===== config.mk =====
export PLATFORM = sky130hd
export DESIGN_NAME = pps_nco_tuner
export DESIGN_NICKNAME = d
export VERILOG_FILES = /design/src/rtl/pps_nco_tuner.sv
export SDC_FILE = /design/constraint.sdc
export NUM_CORES = 1
export LEC_CHECK = 0
export CORE_MARGIN = 5
export CORE_UTILIZATION = 54
export CTS_BUF_LIST = sky130_fd_sc_hd__clkbuf_4 sky130_fd_sc_hd__clkbuf_8 sky130_fd_sc_hd__clkbuf_16
export CTS_CLUSTER_DIAMETER = 40
export DETAILED_ROUTE_END_ITERATION = 10
export PLACE_DENSITY = 0.86
export SLEW_MARGIN = 25
export SYNTH_ARGS = -nofsm -noshare
export SYNTH_HDL_FRONTEND = slang
export SYNTH_SLANG_ARGS = --single-unit

===== constraint.sdc =====
create_clock -name clk_hi -period 4.64 [get_ports clk_hi]
set_input_delay 0.696 -clock clk_hi [delete_from_list [all_inputs] [get_ports clk_hi]]
set_output_delay 0.696 -clock clk_hi [all_outputs]
set_load 0.02 [all_outputs]

===== src/rtl/pps_nco_tuner.sv =====
// rtl/pps_nco_tuner.sv - PPS-disciplined NCO tuning-word controller with lock detect
// Measures clk_hi cycles per PPS period and steers the NCO phase increment toward GPS time.
module pps_nco_tuner #(
    parameter int                CNT_W       = 28,
    parameter int                NOMINAL_CNT = 100_000_000,
    parameter int                MAX_DEV     = 1000,
    parameter int                TW_W        = 32,
    parameter logic [TW_W-1:0]   TW_INIT     = TW_W'(922441722),
    parameter logic [TW_W-1:0]   TW_MIN      = '0,
    parameter logic [TW_W-1:0]   TW_MAX      = {TW_W{1'b1}},
    parameter int                GAIN_SHIFT  = 4,
    parameter int                LOCK_TOL    = 2,
    parameter int                LOCK_COUNT  = 4
) (
    input  logic              clk_hi,
    input  logic              rst,
    input  logic              enable,
    input  logic              pps_in,
    output logic [TW_W-1:0]   tune_word,
    output logic              tune_valid,
    output logic [CNT_W-1:0]  err_out,
    output logic              locked
);

    localparam int EW   = TW_W + CNT_W + GAIN_SHIFT + 1;
    localparam int LC_W = $clog2(LOCK_COUNT + 1);

    localparam logic [CNT_W-1:0]        TIMEOUT_C = CNT_W'(NOMINAL_CNT + MAX_DEV);
    localparam logic signed [CNT_W:0]   NOM_C     = (CNT_W+1)'(NOMINAL_CNT);
    localparam logic [CNT_W:0]          MAX_DEV_C = (CNT_W+1)'(MAX_DEV);
    localparam logic [CNT_W:0]          TOL_C     = (CNT_W+1)'(LOCK_TOL);
    localparam logic [LC_W-1:0]         LC_FULL   = LC_W'(LOCK_COUNT);
    localparam logic signed [EW-1:0]    TW_MIN_X  = $signed({{(EW-TW_W){1'b0}}, TW_MIN});
    localparam logic signed [EW-1:0]    TW_MAX_X  = $signed({{(EW-TW_W){1'b0}}, TW_MAX});

    typedef enum logic [1:0] {
        S_IDLE,
        S_MEASURE,
        S_UPDATE
    } state_t;

    state_t             r_state;
    logic               r_s1;
    logic               r_s2;
    logic               r_s3;
    logic [CNT_W-1:0]   r_cnt;
    logic [CNT_W-1:0]   r_meas;
    logic [TW_W-1:0]    r_tune_word;
    logic               r_tune_valid;
    logic [CNT_W-1:0]   r_err_out;
    logic               r_locked;
    logic [LC_W-1:0]    r_lock_cnt;

    logic                   w_edge;
    logic signed [CNT_W:0]  w_err;
    logic signed [CNT_W:0]  w_neg_err;
    logic [CNT_W:0]         w_abs_err;
    logic                   w_reject;
    logic                   w_in_tol;
    logic signed [EW-1:0]   w_corr;
    logic signed [EW-1:0]   w_tw_ext;
    logic signed [EW-1:0]   w_diff;
    logic [TW_W-1:0]        w_tw_next;
    logic [LC_W-1:0]        w_lc_next;

    assign w_edge = r_s2 & ~r_s3;

    // One extra bit keeps the error signed even when meas is far below nominal.
    assign w_err     = $signed({1'b0, r_meas}) - NOM_C;
    assign w_neg_err = -w_err;
    assign w_abs_err = w_err[CNT_W] ? $unsigned(w_neg_err) : $unsigned(w_err);
    assign w_reject  = w_abs_err > MAX_DEV_C;
    assign w_in_tol  = w_abs_err <= TOL_C;

    assign w_corr    = $signed({{(EW-CNT_W-1){w_err[CNT_W]}}, w_err}) <<< GAIN_SHIFT;
    assign w_tw_ext  = $signed({{(EW-TW_W){1'b0}}, r_tune_word});
    assign w_diff    = w_tw_ext - w_corr;
    assign w_tw_next = (w_diff < TW_MIN_X) ? TW_MIN :
                       (w_diff > TW_MAX_X) ? TW_MAX : w_diff[TW_W-1:0];

    assign w_lc_next = !w_in_tol            ? '0 :
                       (r_lock_cnt == LC_FULL) ? r_lock_cnt : r_lock_cnt + LC_W'(1);

    always_ff @(posedge clk_hi or posedge rst) begin
        if (rst) begin
            r_s1 <= 1'b0;
            r_s2 <= 1'b0;
            r_s3 <= 1'b0;
        end else begin
            r_s1 <= pps_in;
            r_s2 <= r_s1;
            r_s3 <= r_s2;
        end
    end

    always_ff @(posedge clk_hi or posedge rst) begin
        if (rst) begin
            r_state      <= S_IDLE;
            r_cnt        <= '0;
            r_meas       <= '0;
            r_tune_word  <= TW_INIT;
            r_tune_valid <= 1'b0;
            r_err_out    <= '0;
            r_locked     <= 1'b0;
            r_lock_cnt   <= '0;
        end else begin
            r_tune_valid <= 1'b0;
            if (!enable) begin
                r_state    <= S_IDLE;
                r_cnt      <= '0;
                r_locked   <= 1'b0;
                r_lock_cnt <= '0;
            end else begin
                case (r_state)
                    S_IDLE: begin
                        if (w_edge) begin
                            r_cnt   <= '0;
                            r_state <= S_MEASURE;
                        end
                    end
                    S_MEASURE: begin
                        r_cnt <= r_cnt + CNT_W'(1);
                        // A coincident edge and timeout resolves in favour of the edge.
                        if (w_edge) begin
                            r_meas  <= r_cnt + CNT_W'(1);
                            r_cnt   <= '0;
                            r_state <= S_UPDATE;
                        end else if (r_cnt == TIMEOUT_C) begin
                            r_cnt      <= '0;
                            r_locked   <= 1'b0;
                            r_lock_cnt <= '0;
                            r_state    <= S_IDLE;
                        end
                    end
                    S_UPDATE: begin
                        r_cnt     <= r_cnt + CNT_W'(1);
                        r_err_out <= w_err[CNT_W-1:0];
                        r_state   <= S_MEASURE;
                        if (w_reject) begin
                            r_locked   <= 1'b0;
                            r_lock_cnt <= '0;
                        end else begin
                            r_tune_word  <= w_tw_next;
                            r_tune_valid <= 1'b1;
                            r_lock_cnt   <= w_lc_next;
                            r_locked     <= (w_lc_next == LC_FULL);
                        end
                    end
                    default: r_state <= S_IDLE;
                endcase
            end
        end
    end

    assign tune_word  = r_tune_word;
    assign tune_valid = r_tune_valid;
    assign err_out    = r_err_out;
    assign locked     = r_locked;

endmodule


Word-level counts from Yosys, hierarchy flattened
Index checks and enable logic that the tools add are counted.
Word-level totals
  bits in registers: 126
  bits of input ports: 4
  output and inout bits: 62
  logic and storage cells: 69
Cells by class
  add/sub/neg operators: 5
  magnitude comparators: 4
  equality and inequality tests: 11
  muxes and demuxes: 28
  bitwise logic cells: 3
  reductions and logical operators: 7
Operator list (count)
  $mux 28: 4
  $pmux 28 s3: 1
  $mux 32: 2
  $gt 34x33->1 const B: 1
  $lt 34x1->1 const B: 1
  $sub 33x33->34: 1
  $gt 29x10->1 const B: 1
  $le 29x2->1 const B: 1
  $mux 29: 1
  $neg 29->29: 1
  $sub 28x27->29 const B: 1
  $add 28x1->28 const B: 1
  $eq 28x27->1 const B: 1
  $mux 3: 6
  $ne 3x3->1 const B: 3
  $reduce_and 3->1: 3
  $mux 2: 4
  $mux 1: 7
  $eq 3x3->1 const B: 2
  $pmux 2 s3: 1
  $pmux 3 s2: 1
  $reduce_and 2->1: 3
  $ne 4x1->1 const B: 1
  $ne 4x4->1 const B: 1
  8 further kinds: 9

Logic depth before layout (Yosys ltp)
  depth after elaboration: 9
  mapped depth: 20
  mapped depth without buffers: 18

Least setup slack after synthesis
OpenSTA, ideal clock, no wires.
  kind: reg-to-reg
  start point: register r_meas[8]
  end point: register r_tune_word[12] (netlist: tune_word[12])
  library setup time: 0.079 ns
  arrival time: 4.645 ns
  required time: 4.561 ns
  path slack: -0.084 ns
  cell stages (with the launch flop): 21
  path buffers: 2
  period minus slack after synthesis: 4.724 ns
  cells stage by stage: dfrtp_1 > clkbuf_1 > inv_1 > ha_1 > nor4b_1 > nor2_1 > xnor2_1 > ha_1 > a21oi_1 > a21boi_0 > a311o_1 > a31o_2 > and4_1 > o31ai_2 > a221oi_2 > maj3_2 > a21oi_1 > xnor2_2 > buf_2 > nor2_1 > o21ai_0
Between the ends
  cells in the longest elaborated chain, start to end: 6
  elaborated cells between the ends (all ways): 11
  those cells by class: add/sub (3); order compare (3); mux (3); bitwise (1); reduce/logical (1)
RTL lines
  start, declared: line 47  | logic [CNT_W-1:0] r_meas;
  start signal, assigned: line 125  | r_meas <= r_cnt + CNT_W'(1);
  $sub 28x27->29 (*): line 69  | assign w_err = $signed({1'b0, r_meas}) - NOM_C;
  net w_err[8]: line 55  | logic signed [CNT_W:0] w_err;
  $neg 29->29: line 70  | assign w_neg_err = -w_err;
  $mux 29: line 71  | assign w_abs_err = w_err[CNT_W] ? $unsigned(w_neg_err) : $unsigned(w_err);
  $gt 29x10->1: line 72  | assign w_reject = w_abs_err > MAX_DEV_C;
  $not 1->1 (no source line)
  $reduce_and 3->1 (no source line)
  end signal, assigned: line 143  | r_tune_word <= w_tw_next;
  end, declared: line 48  | logic [TW_W-1:0] r_tune_word;
Mark *: on every way through the listed nets, which the timed path passes. The rest lies on a longest branch.
A chain may end at the register's enable or synchronous reset.

Worst setup path after layout
  start point: register r_meas[9]
  end point: register r_tune_word[25] (netlist: tune_word[25])
Between the ends
  cells in the longest elaborated chain, start to end: 6
  elaborated cells between the ends (all ways): 11
  those cells by class: add/sub (3); order compare (3); mux (3); bitwise (1); reduce/logical (1)
RTL lines (line)
  $sub 28x27->29 (*): 69
  $neg 29->29: 70
  $mux 29: 71
  $gt 29x10->1: 72
  $not 1->1 (no source line)
  $reduce_and 3->1 (no source line)
Every way passes the cells marked *; elsewhere a longest branch is shown, timed or not.

==> impl_summary.log <==
[metrics] count of distinct cell types in the synthesized netlist: 87
[metrics] most used cells in the layout excluding fill and tap cells: 147 x sky130_fd_sc_hd__nand2_1, 143 x sky130_fd_sc_hd__o21ai_0, 102 x sky130_fd_sc_hd__dfrtp_1
[metrics] count of buffers from port buffering: 65
[metrics] number of enable flip-flop cells after synthesis: 0
[metrics] vias in the first global route: roughly 7,400
[metrics] unrepaired setup endpoints after global routing: true
[metrics] total of warnings raised by yosys: 0
[metrics] Total Die Area: around 0.018 mm2
[metrics] Max-Slew Margin vs Limit: a little under two fifths
[metrics] min-delay worst type: reg -> reg
[metrics] critical path startpoint category: flip-flop
[metrics] Via-to-Cell Ratio: 6.10
[metrics] total number of nets in the final design: between 1,000 and 1,500
[metrics] drc violations: 0
[metrics] critical path start-end classification: reg -> reg
[metrics] Power Dens Cells: around 300 mW/mm2
[metrics] first-pass GRT wire length: 35,600 um
[metrics] Max Buffers Root-to-Sink: 2
[metrics] Reg2Reg Depth: 12
[metrics] Arr. time, crit path: 4.86 ns
[metrics] floorplan row count: 45
[metrics] total CTS buffers: 17
[metrics] min-delay src: r_s1
[metrics] proportion of layout cells with a drive suffix above 1: 12.7%
[metrics] Peak Freq: 0.220 GHz
[metrics] R2R Path End: tune_word[25]
[metrics] internal power consumption: between 2 and 2.5 mW
[metrics] Max IR drop VDD: 0.265 mV
[metrics] Switching Share: 27.7%
[metrics] overall routed net length: 21,800 um
[metrics] synthesized instance count: 1,014
[metrics] post-layout minimum cycle time: 4.54 ns
[metrics] Setup WS pre-CTS: between 0.06 and 0.07 ns
[metrics] core footprint: 0.0153 mm2
[metrics] syn nets: 1,051
[metrics] register bit count reported by yosys: roughly 120
[metrics] slew of the pin with the lowest slew margin: approximately 0.94 ns
[metrics] pin count of the biggest net entering global routing: 84
[metrics] IO Pins: 66
[metrics] clock latency on the worst-skew pair: 0.43 ns
[metrics] source of the worst register-to-register timing path: r_meas[9]
[metrics] routed wirelength normalized by instance count: 16.8 um
[metrics] CTS Root Buffer Type: sky130_fd_sc_hd__clkbuf_16
[metrics] overflow left after global routing: 0
[metrics] total placed cells including tap cells: 1,267
[metrics] overall fraction of global-route tracks in use: 23.8%
[metrics] vertical extent of the die: 135 um
[metrics] DR iter-0 viols: between 800 and 900
[metrics] portion of total power attributed to sequential cells: between 30% and 40%
[metrics] sequential cell area fraction in the yosys report: 37.2%
[metrics] worst hold path endpoint: r_s2
[metrics] Avg Synthesized Cell Area: 8.30 um2
[metrics] part of the total power dissipated in the clock network: 41.9%
[metrics] maxcap violations: 0
[metrics] total via count in the routed design: slightly below 8,000
[metrics] register-to-register setup slack: 0.10 ns
[metrics] status: finished clean
[metrics] hold violation count in the final report: 0
[metrics] required time of the critical path: 4.96 ns
[metrics] portion of the clock cycle consumed by the worst path in the final layout: approximately 98%
[metrics] initial cell density of the core: 55.2%
[metrics] critical-path maximum fanout: 23
[metrics] flip-flop cell with the highest count after synthesis: sky130_fd_sc_hd__dfrtp_1
[metrics] number of endpoints failing setup at the final stage: 0
[metrics] leakage component of the power: 4.33 nW
[metrics] filler instances: 1,131
[metrics] initial antenna violation count: 0
[metrics] Diodes inserted: 0
[metrics] endpoint kind of the worst setup timing path: flip-flop
[metrics] post-layout worst setup margin: 0.104 ns
[metrics] number of buffers inserted by hold repair at cts: 0
[metrics] launch point of the worst path: r_meas[9]
[metrics] Post-Synthesis Cell Area: about 0.0084 mm2
[metrics] synth-to-layout area growth: 19.9%
[metrics] clock tree from TritonCTS: built
[metrics] Clock Sink Count: 124
[metrics] async set-or-reset flop fraction in the synthesized netlist: 100%
[metrics] instance count along the most critical hold path: 0
[metrics] final max-slew violation count: 0
[metrics] Die Span X: 135 um
[metrics] estimated wirelength of the detail-placed design: around 15,000 um
[metrics] Worst-path clk slew: approximately 0.05 ns
[metrics] Final GP Congestion: 0.975
[metrics] power spent charging and discharging nets: 827 uW
[metrics] Layout Cells excl Fill: 1,301
[metrics] end-of-flow core utilization: ~66%
[metrics] worst setup skew after layout: 0.00553 ns
[metrics] most common cell after layout, fill and taps aside: sky130_fd_sc_hd__nand2_1
[metrics] maximum level of the CTS H-tree: 4
[metrics] final antenna-violating net count: 0
[metrics] Logic pwr share: a little under a fifth
[metrics] drt first pass iters: 5
[logic make-up after synthesis]
family | Yosys count | synth area share (%)
AOI/OAI and AO/OA | 301 | 22.2
xor gates and xnor gates | 75 | 7.89
adders and majority gates | 40 | 5.84
buffers and inverters | 94 | 4.64
DFF | 124 | 37.2
muxes | 6 | 0.728
and+or+nand+nor | 374 | 21.5
[layout make-up]
cell class                      count  area [um2]  area share, %
Multi-Input combinational cell    796        5020           49.7
Clock inverter                      8        67.6          0.669
Inverter                           31         121           1.20
Tap cell                          211         264           2.61
Timing Repair Buffer              108        1000           9.94
Clock buffer                       23         489           4.84
Sequential cell                   124        3130           31.0
[cell usage after synthesis, drive strengths merged (15+ instances only)]
cell type | number | area (um2)
xnor2 | 49 | 437
xor2 | 26 | 228
buf | 15 | 93.8
dfstp | 21 | 552
clkbuf | 48 | 180
and3 | 23 | 144
dfrtp | 103 | 2580
ha | 32 | 400
nor3 | 17 | 90.1
nand3 | 33 | 170
a21oi | 42 | 229
nor2 | 74 | 278
inv | 31 | 116
o21ai | 154 | 775
nand2 | 147 | 552
[power by group through the flow]
stage	Sequential (mW)	Combinational (mW)	Clock [mW]
floorplan	1.26	0.301	0
global placement	1.20	0.531	0
detailed placement	1.20	0.546	0
CTS	1.19	0.550	1.27
global route	1.20	0.614	1.31
finish	1.19	0.552	1.25
[metrics by stage]
step	hold slack, ns	cell area, um2	TNS (ns)	power (mW)
3_5_place_dp	0.342	9390	0	1.75
5_1_grt	0.363	10100	-1.15	3.12
3_3_place_gp	0.332	9390	0	1.73
4_1_cts	0.354	9960	0	3.00
6_report	0.348	10100	0	2.99
2_1_floorplan	0.331	8430	0	1.56
[metal layers]
layer / up-vias / part of all wire, % / global-route usage [%]
met5: - / 0 / 0
met1: 3739 / 41 / 30.8
met2: 379 / 47 / 37.8
met4: 0 / 4.1 / 11.9
met3: 82 / 7.6 / 5.14
li1: 3732 / - / -
[worst max-delay path, cell delays in order (launching register included)]
cell,delay [ns]
sky130_fd_sc_hd__dfrtp_1,0.42
sky130_fd_sc_hd__or4_4,0.61
sky130_fd_sc_hd__o211ai_2,0.27
sky130_fd_sc_hd__a21oi_1,0.13
sky130_fd_sc_hd__xnor2_1,0.76
sky130_fd_sc_hd__o2111a_1,0.33
sky130_fd_sc_hd__nand4_1,0.15
sky130_fd_sc_hd__a222oi_1,0.33
sky130_fd_sc_hd__nand4b_1,0.26
sky130_fd_sc_hd__buf_4,0.30
sky130_fd_sc_hd__nor3_1,0.52
sky130_fd_sc_hd__a31oi_4,0.20
sky130_fd_sc_hd__o311ai_0,0.13
[sequential cells by signal, summed over array words and instances (netlist names)]
name	count
r_s3	1
r_meas	28
r_s1	1
r_state	2
r_lock_cnt	3
tune_valid	1
err_out	28
tune_word	30
r_s2	1
r_cnt	28
locked	1
[timing repair]
item                                    4_1_cts  5_1_grt
buffers inserted                              0        2
gates cloned                                  0        1
endpoints found under the setup margin        1       29
resized for setup                             1       18
pin swaps                                     0        6
[worst max path at each step]
stage	to	slack [ns]	cells after the start
detailed placement	tune_word[21]	0.07	20
global route	tune_word[15]	-0.1	18
global placement	tune_word[26]	0.22	16
floorplan	tune_word[12]	0.05	17
finish	tune_word[25]	0.10	12
CTS	tune_word[26]	0.02	20
Power figures use the tool's default switching activity.
